==> src/rtl/fifo_serializer.sv <==
// Pops words from an upstream fifo and shifts them out MSB first.
// Optional even-parity bit per frame when SER_PARITY_EN is defined.
module fifo_serializer #(
  parameter int WIDTH = 2
) (
  input  logic             clk,
  input  logic             reset,
  input  logic [WIDTH-1:0] in,
  input  logic             avail,
  output logic             pop,
  output logic             ser_out,
  output logic             ser_valid,
  input  logic             ser_ready,
  output logic             ser_sof,
  output logic             busy
);

  localparam int CW = $clog2(WIDTH) + 1;
  localparam logic [CW-1:0] LAST = CW'(WIDTH - 1);

`ifdef SER_PARITY_EN
  typedef enum logic [1:0] {
    IDLE,
    SHIFT,
    PARITY
  } state_t;
`else
  typedef enum logic [0:0] {
    IDLE,
    SHIFT
  } state_t;
`endif

  state_t           st;
  logic [WIDTH-1:0] sh;
  logic [CW-1:0]    cnt;
  logic             word_end;
`ifdef SER_PARITY_EN
  logic             par;
`endif

  // Word is finished on the edge its final serial bit is accepted.
  always_comb begin
`ifdef SER_PARITY_EN
    word_end = (st == PARITY) && ser_ready;
`else
    word_end = (st == SHIFT) && (cnt == LAST) && ser_ready;
`endif
  end

  // Dequeue only when idle or exactly at a frame boundary.
  always_comb begin
    pop = 1'b0;
    if (reset) begin
      if (st == IDLE)
        pop = avail;
      else if (word_end)
        pop = avail;
    end
  end

  // Serial outputs come straight from state, forced low in reset.
  always_comb begin
    ser_valid = reset && (st != IDLE);
    busy      = reset && (st != IDLE);
    ser_sof   = reset && (st == SHIFT) && (cnt == '0);
`ifdef SER_PARITY_EN
    ser_out   = reset && ((st == PARITY) ? par : sh[WIDTH-1]);
`else
    ser_out   = reset && sh[WIDTH-1];
`endif
  end

  // Frame state machine: load, shift on acceptance, chain next word.
  always_ff @(posedge clk) begin
    if (!reset) begin
      st  <= IDLE;
      sh  <= '0;
      cnt <= '0;
`ifdef SER_PARITY_EN
      par <= 1'b0;
`endif
    end else begin
      unique case (st)
        IDLE: begin
          if (avail) begin
            sh  <= in;
            cnt <= '0;
`ifdef SER_PARITY_EN
            par <= ^in;
`endif
            st  <= SHIFT;
          end
        end
        SHIFT: begin
          if (ser_ready) begin
            if (cnt == LAST) begin
`ifdef SER_PARITY_EN
              st <= PARITY;
`else
              if (avail) begin
                sh  <= in;
                cnt <= '0;
              end else begin
                st  <= IDLE;
              end
`endif
            end else begin
              sh  <= sh << 1;
              cnt <= cnt + 1'b1;
            end
          end
        end
`ifdef SER_PARITY_EN
        PARITY: begin
          if (ser_ready) begin
            if (avail) begin
              sh  <= in;
              cnt <= '0;
              par <= ^in;
              st  <= SHIFT;
            end else begin
              st  <= IDLE;
            end
          end
        end
`endif
        default: st <= IDLE;
      endcase
    end
  end

endmodule

==> config.mk <==
export PLATFORM = sky130hd
export DESIGN_NAME = fifo_serializer
export DESIGN_NICKNAME = d
export VERILOG_FILES = /design/src/rtl/fifo_serializer.sv
export SDC_FILE = /design/constraint.sdc
export NUM_CORES = 1
export LEC_CHECK = 0
export BUFFER_PORTS_ARGS = -buffer_cell sky130_fd_sc_hd__buf_2
export CAP_MARGIN = 5
export CORE_AREA = 4 4 41 43
export DETAILED_ROUTE_END_ITERATION = 6
export DIE_AREA = 0 0 45 47
export GPL_ROUTABILITY_DRIVEN = 0
export HOLD_SLACK_MARGIN = 0.02
export PLACE_DENSITY_LB_ADDON = 0.2
export SETUP_SLACK_MARGIN = 0.2
export SYNTH_ARGS = -nofsm -noshare
export SYNTH_HDL_FRONTEND = slang
export SYNTH_SLANG_ARGS = --single-unit
==> constraint.sdc <==
create_clock -name clk -period 2 [get_ports clk]
set_clock_uncertainty 0.15 [all_clocks]
set_input_delay 0.2 -clock clk [delete_from_list [all_inputs] [get_ports clk]]
set_output_delay 0.2 -clock clk [all_outputs]
set_load 0.01 [all_outputs]
== Word-level counts from Yosys, hierarchy flattened ==
Cells that the tools add are included.
Cells by class
  reduce and logical (&&, ||, !) cells: 6
  add/sub/neg operators: 1
  equality and inequality tests: 2
  multiplexer cells: 15
  bitwise gates (word level): 1
Operator list (count)
  2-bit 2-to-1 mux: 6
  2-bit case mux with 2 select lines: 2
  1-bit 2-to-1 mux: 6
  1-bit logical AND: 5
  2-bit by 1-bit adder with 2-bit output, second input constant: 1
  2-bit by 1-bit == test with 1-bit output, second input constant: 1
  2-bit zero test: 1
  2-bit inequality test, second input constant: 1
  1-bit case mux with 2 select lines: 1
  1-bit inverter: 1
Word-level totals
  flip-flop bits (word level): 5

== Longest topological paths before layout ==
Gate-level depths: netlist of run 1.
  depth after elaboration: 6
  mapped depth: 4

== Least setup slack after synthesis of run 1 ==
No wires, ideal clock.
  kind: register to output
  start: reg st
  end: out ser_sof
  cell stages (with the launch flop): 4
  arrival: 783 ps
  path buffers: 1
  slack: 867 ps
  path through: dfxtp_1 -> buf_6 -> nand2_1 -> nor3_1
On the way
  word-level cells in the longest chain between the ends: 2
RTL lines
  start: declaration: RTL line 34  | state_t st;
  start signal: assignment: RTL line 77  | st <= IDLE;
  start signal: assignment: RTL line 92  | st <= SHIFT;
  start signal: assignment: RTL line 105  | st <= IDLE;
  1-bit logical AND (2 in series): RTL line 66  | ser_sof = reset && (st == SHIFT) && (cnt == '0);
  end: declaration: RTL line 14  | output logic ser_sof,
Every way passes these cells.

== Final worst setup path of run 1 ==
Ends and elaborated chain as after synthesis.

==> qor.csv, run 1 <==
metric,value,unit
Die W,45,µm
ANT nets after route,0,
worst-path fanout max,9,
Post-CTS Setup Inserts,0,
worst hold endpoint,sh[0]$_SDFFE_PN0P_,
reg2reg end,sh[1]$_SDFFE_PN0P_,
layout cells sized above 1,34.78,%
number of antenna diodes,0,
async set-or-reset flop fraction in the synthesized netlist,0,%
Rel. slew slack,77.58,%
CTS Hold Bufs,0,
DR vias/cell,4.344,
initial antenna violation count,0,
r2r setup slk,760,ps
Synth Instances,34,
die area,2115,µm²
critical path class,flip-flop to primary output,
top cell type's share of synthesized area,34.78,%
CTS Root Cell,clkbuf_4,
Logic pwr share,14.1,%
largest cells by area after synthesis,"dfxtp_1 35%, a21oi_1 7.0%, nand2_1 6.5%",
status,"complete, no violations",
Worst Hold Launch,in[0],
Rows,13,
R2R depth,3,
Sw Ratio,26.16,%
Area after DPL,337.8,µm²
Syn-to-layout area delta,26.52,%
cells along the critical path,nand2_1 > nor3_1 > buf_2,
slowest CP cell,dfxtp_1,
Syn Area/Cell,8.464,µm²
Internal Pwr Total,0.0001977,W
Starting Density,22.12,%
Final Hold Fails,0,
Final Cycle Share,78.50,%
GR Overflow Total,0,
DR iter-0 viols,4,
Post-synth top cells,"5 x dfxtp_1, 5 x nand2_1, 4 x a21oi_1, 3 x inv_1, 2 x nor2b_1",
Crit path required time,1650,ps
Post-Syn Area,287.8,µm²
Via Count,265,
Layout fillers,159,
Tightest Pin Transition,335.9,ps
Final Slew Violations,0,
fin nets,53,
Clock transition at path regs,40,ps
core area,1301,µm²
post-DR wirelength/cell,10.64,µm
CP peak stage delay,510,ps
worst hold path class,input pin to flip-flop,
register area share after synthesis,34.78,%
max cap viols,0,
clock sinks,5,
die height,47,µm
CTS tree,yes,
Net Switching,0.00007002,W
number of port buffers,10,
fmax,0.6370,GHz
vias in the first global route,250,
Sequential Power Share,42.1,%
arrival time at the worst endpoint,1220,ps
clock network fraction of total power,43.8,%
TritonCTS Buffers,3,
Crit. End Element,primary output,
IO Pins,11,
Post-synth EDFFs,0,
Synth area leader,dfxtp_1,
Resized cells post-CTS,0,
Worst-Skew Late Latency,240,ps
Tmin final,1570,ps
Yosys reg bits,5,
WHS Path Cells,3,
pre-CTS setup slack,688.5,ps
VDD IR-drop max,0.0002227,V
final core occ,27.98,%
Synth Net Count,40,
TNS Setup,0,ps
Final Cell Area,364.1,µm²
DP HPWL,527.6,µm
ys flop type,dfxtp_1,
Post-route DRC,0,
RSZ-0062 raised after global routing,no,
Max Root-Sink Buffers,2,
first-pass GRT wire length,979,µm
startpoint type of the worst setup path,flip-flop,
largest net degree at the start of global routing,10,
H-Tree Depth,1,
gr usage total,7.041,%
RR Startpoint,st$_SDFF_PN0_,
PnR worst setup slack,430.1,ps
count of cell types in the netlist,20,
final setup fails,0,
PwrDens,735.2,nW/µm²
Ys Warns,0,
WL final,649,µm
final std cells w/o fill,61,
Leak,0.1708,nW
placed insts,57,
1st-pass router iterations,3,
-- cells in the final DEF, fill, tap and decap left out, types with 2 or more instances in the layout --
cell type and instances:
inv_1 3, dfxtp_1 5, clkbuf_4 3, nand2_1 5
nor2b_1 2, a21oi_1 4, buf_2 10
-- routing by layer --
metal	track usage [%]	up-vias	part of all wire (%)
li1	-	142	-
met1	6.164	120	42
met2	11.58	3	54
met3	3.448	0	4.0
met4	7.018	0	0
met5	0	-	0
-- flip-flops by register name, summed over array words and instances (netlist names) --
| register | cells |
|---|---|
| sh | 2 |
| cnt | 2 |
| st | 1 |
-- power by group through the flow --
stage                logic, W  registers, W  clock network [W]
finish              0.0000377      0.000113           0.000117
global route        0.0000418      0.000113           0.000129
CTS                 0.0000384      0.000113           0.000122
detailed placement  0.0000381      0.000115                  0
global placement    0.0000390      0.000115                  0
floorplan           0.0000296      0.000110                  0
-- worst max-delay path by stage --
stage / endpoint / slack (ps) / start / depth (start not counted)
floorplan: ser_sof / 870 / st$_SDFF_PN0_ / 3
global placement: ser_sof / 710 / st$_SDFF_PN0_ / 3
detailed placement: ser_sof / 690 / st$_SDFF_PN0_ / 3
CTS: ser_sof / 420 / st$_SDFF_PN0_ / 3
global route: ser_sof / 350 / st$_SDFF_PN0_ / 3
finish: ser_sof / 430 / st$_SDFF_PN0_ / 3
-- through the flow --
stage	hold WS, ps	total power, W
2_1_floorplan	164.6	0.0001398
3_3_place_gp	280.0	0.0001535
3_5_place_dp	273.1	0.0001528
4_1_cts	32.81	0.0002732
5_1_grt	55.76	0.0002844
6_report	32.01	0.0002677
-- worst max-delay path, delay by kind of cell (launching register included) --
| family | cells | cell delay (ps) |
|---|---|---|
| AND/OR/NAND/NOR | 2 | 310 |
| buffers and inverters | 1 | 150 |
| flip-flops | 1 | 510 |
-- logic make-up after synthesis --
| kind of cell | synth area share, % |
|---|---|
| simple gates | 24.78 |
| compound gates | 26.96 |
| flops | 34.78 |
| buf+inv | 10.44 |
| xor+xnor | 3.044 |
-- area by class of cell --
class / instances / area, µm² / area share (%)
Sequential cell: 5 / 100.1 / 27.49
Inverter: 3 / 11.26 / 3.093
Multi-Input combinational cell: 24 / 157.7 / 43.30
Tap cell: 15 / 18.77 / 5.155
Clock buffer: 4 / 26.28 / 7.216
Timing Repair Buffer: 10 / 50.05 / 13.75
Power figures use the tool's default switching activity.
==> run 2, diff against run 1 <==
clock period = 1.5 ns   (was 2 ns; I/O delays follow)
==> run 2 against run 1 <==
  * Cell area up 18%
  * Largest power group unchanged
  * Critical endpoint is now pop
  * Clock power is 33% higher
  * Non-clock buffer count up 4
  * Highest routed layer unchanged
==> qor.csv, run 2 (synthesis gave the netlist of run 1 again) <==
metric,value,unit,change
die area,2115,µm²,unchanged
slowest CP cell,dfxtp_2,,
Die W,45,µm,unchanged
arrival time at the worst endpoint,1000,ps,-220 ps
WHS,48.71,ps,+16.70 ps
die height,47,µm,unchanged
Post-route DRC,0,,unchanged
Worst-Skew Late Latency,240,ps,about the same
Area after DPL,337.8,µm²,unchanged
Rel. slew slack,85.23,%,+7.7 points
IO Pins,11,,unchanged
PwrDens,868.5,nW/µm²,+18%
H-Tree Depth,1,,unchanged
total power,0.0003716,W,+39%
R2R depth,5,,+2
startpoint type of the worst setup path,flip-flop,,
Final Slew Violations,0,,unchanged
Regs by FF count,"cnt x2, sh x2, st x1",,
gr usage total,7.680,%,+0.64 points
status,"complete, no violations",,
Final Hold Fails,0,,unchanged
core area,1301,µm²,unchanged
worst hold path class,input pin to flip-flop,,
number of antenna diodes,0,,unchanged
"commonest non-fill, non-tap cell in the layout",buf_2,,
clock sinks,5,,unchanged
final core occ,32.88,%,+4.9 points
layout cells sized above 1,44.00,%,+9.2 points
WHS Path Cells,3,,unchanged
CTS Root Cell,clkbuf_4,,
CTS tree,yes,,
CP peak stage delay,330,ps,-180 ps
DR iter-0 viols,4,,unchanged
max cap viols,0,,unchanged
largest net degree at the start of global routing,8,,-2
TritonCTS Buffers,3,,unchanged
VDD IR-drop max,0.0003025,V,+36%
number of port buffers,10,,unchanged
1st-pass router iterations,2,,-1
met1 GRT Util,7.323,%,+1.2 points
cells along the critical path,nand3b_4 > a21oi_4 > buf_6,,
final setup fails,0,,unchanged
ANT nets after route,0,,unchanged
Max Root-Sink Buffers,2,,unchanged
post-DR wirelength/cell,11.35,µm,+6.7%
vias in the first global route,269,,+7.6%
DP HPWL,527.6,µm,unchanged
Rows,13,,unchanged
Leak,0.2098,nW,+23%
Final Cycle Share,86.99,%,
fin nets,57,,+7.5%
GR Overflow Total,0,,unchanged
first-pass GRT wire length,1083,µm,+11%
Crit. End Element,primary output,,
Tightest Pin Transition,221.5,ps,-114.4 ps
Clock transition at path regs,40,ps,about the same
Tmin final,1305,ps,
Via Count,281,,+6.0%
WL final,738,µm,+14%
busiest grt layer,met2,,
Crit path required time,1200,ps,-450 ps
GRT met2 Usage,12.43,%,+0.85 points
RSZ-0062 raised after global routing,yes,,
critical path class,flip-flop to primary output,,
routing usage on met3,3.448,%,unchanged
initial antenna violation count,0,,unchanged
fmax,0.7664,GHz,
worst-path fanout max,5,,-4
DR vias/cell,4.323,,-0.49%
Final Cell Area,427.9,µm²,+18%
Syn-to-layout area delta,48.70,%,
Starting Density,22.12,%,unchanged
TNS Setup,0,ps,unchanged
most frequent cells in the layout,"9 x buf_2, 5 x nand2_1, 4 x a21oi_1",,
==> run 2: layout make-up <==
cell class,count,area (µm²)
inverters,3,11.26
flip-flops and latches,5,108.9
fillers,145,873.3
clock buffers,4,26.28
repair buffers,14,91.34
multi-input cells,24,171.4
well taps,15,18.77
==> run 2: critical path: cells and delay by family (launching register included) <==
| family | cells | cell delay (ps) |
|---|---|---|
| buffers and inverters | 1 | 120 |
| flip-flops | 1 | 330 |
| AND/OR/NAND/NOR | 1 | 170 |
| AO/OA/AOI/OAI | 1 | 140 |
==> run 2: path summary, 6_finish.rpt <==
kind	startpoint	to	slack, ps
worst min-delay path	avail	st$_SDFF_PN0_	50
worst max-delay path	cnt[1]$_SDFFE_PN0P_	pop	200
worst max register to register	cnt[1]$_SDFFE_PN0P_	sh[1]$_SDFFE_PN0P_	270
worst min register to register	sh[0]$_SDFFE_PN0P_	sh[0]$_SDFFE_PN0P_	320
==> run 2: report_power, final <==
group          internal [W]  switching (W)  total (W)  leakage (nW)
registers          0.000140     0.00000820   0.000148        0.0428
logic             0.0000331      0.0000346  0.0000677         0.152
clock network      0.000101      0.0000556   0.000156        0.0150
total              0.000273      0.0000984   0.000372         0.210
==> run 2: per-layer routing <==
metal	wire length (µm)	vias up	share of wire, %
met2	416	3	56
met3	27	0	3.7
li1	-	150	-
met1	294	128	40
met4	0	0	0
met5	0	-	0
==> run 2: metrics by stage <==
stage | setup WS, ps | cells
finish | 195.1 | 65
global route | 157.9 | 65
CTS | 181.0 | 64
detailed placement | 238.5 | 57
global placement | 258.6 | 57
floorplan | 370.6 | 34
==> run 2: repair_timing <==
item                                    in CTS  in global routing
pin swaps                                    1                  0
resized for setup                            6                  2
hold buffers                                 1                  1
endpoints found under the hold margin        1                  1
endpoints found under the setup margin       4                  3
setup buffers                                2                  0
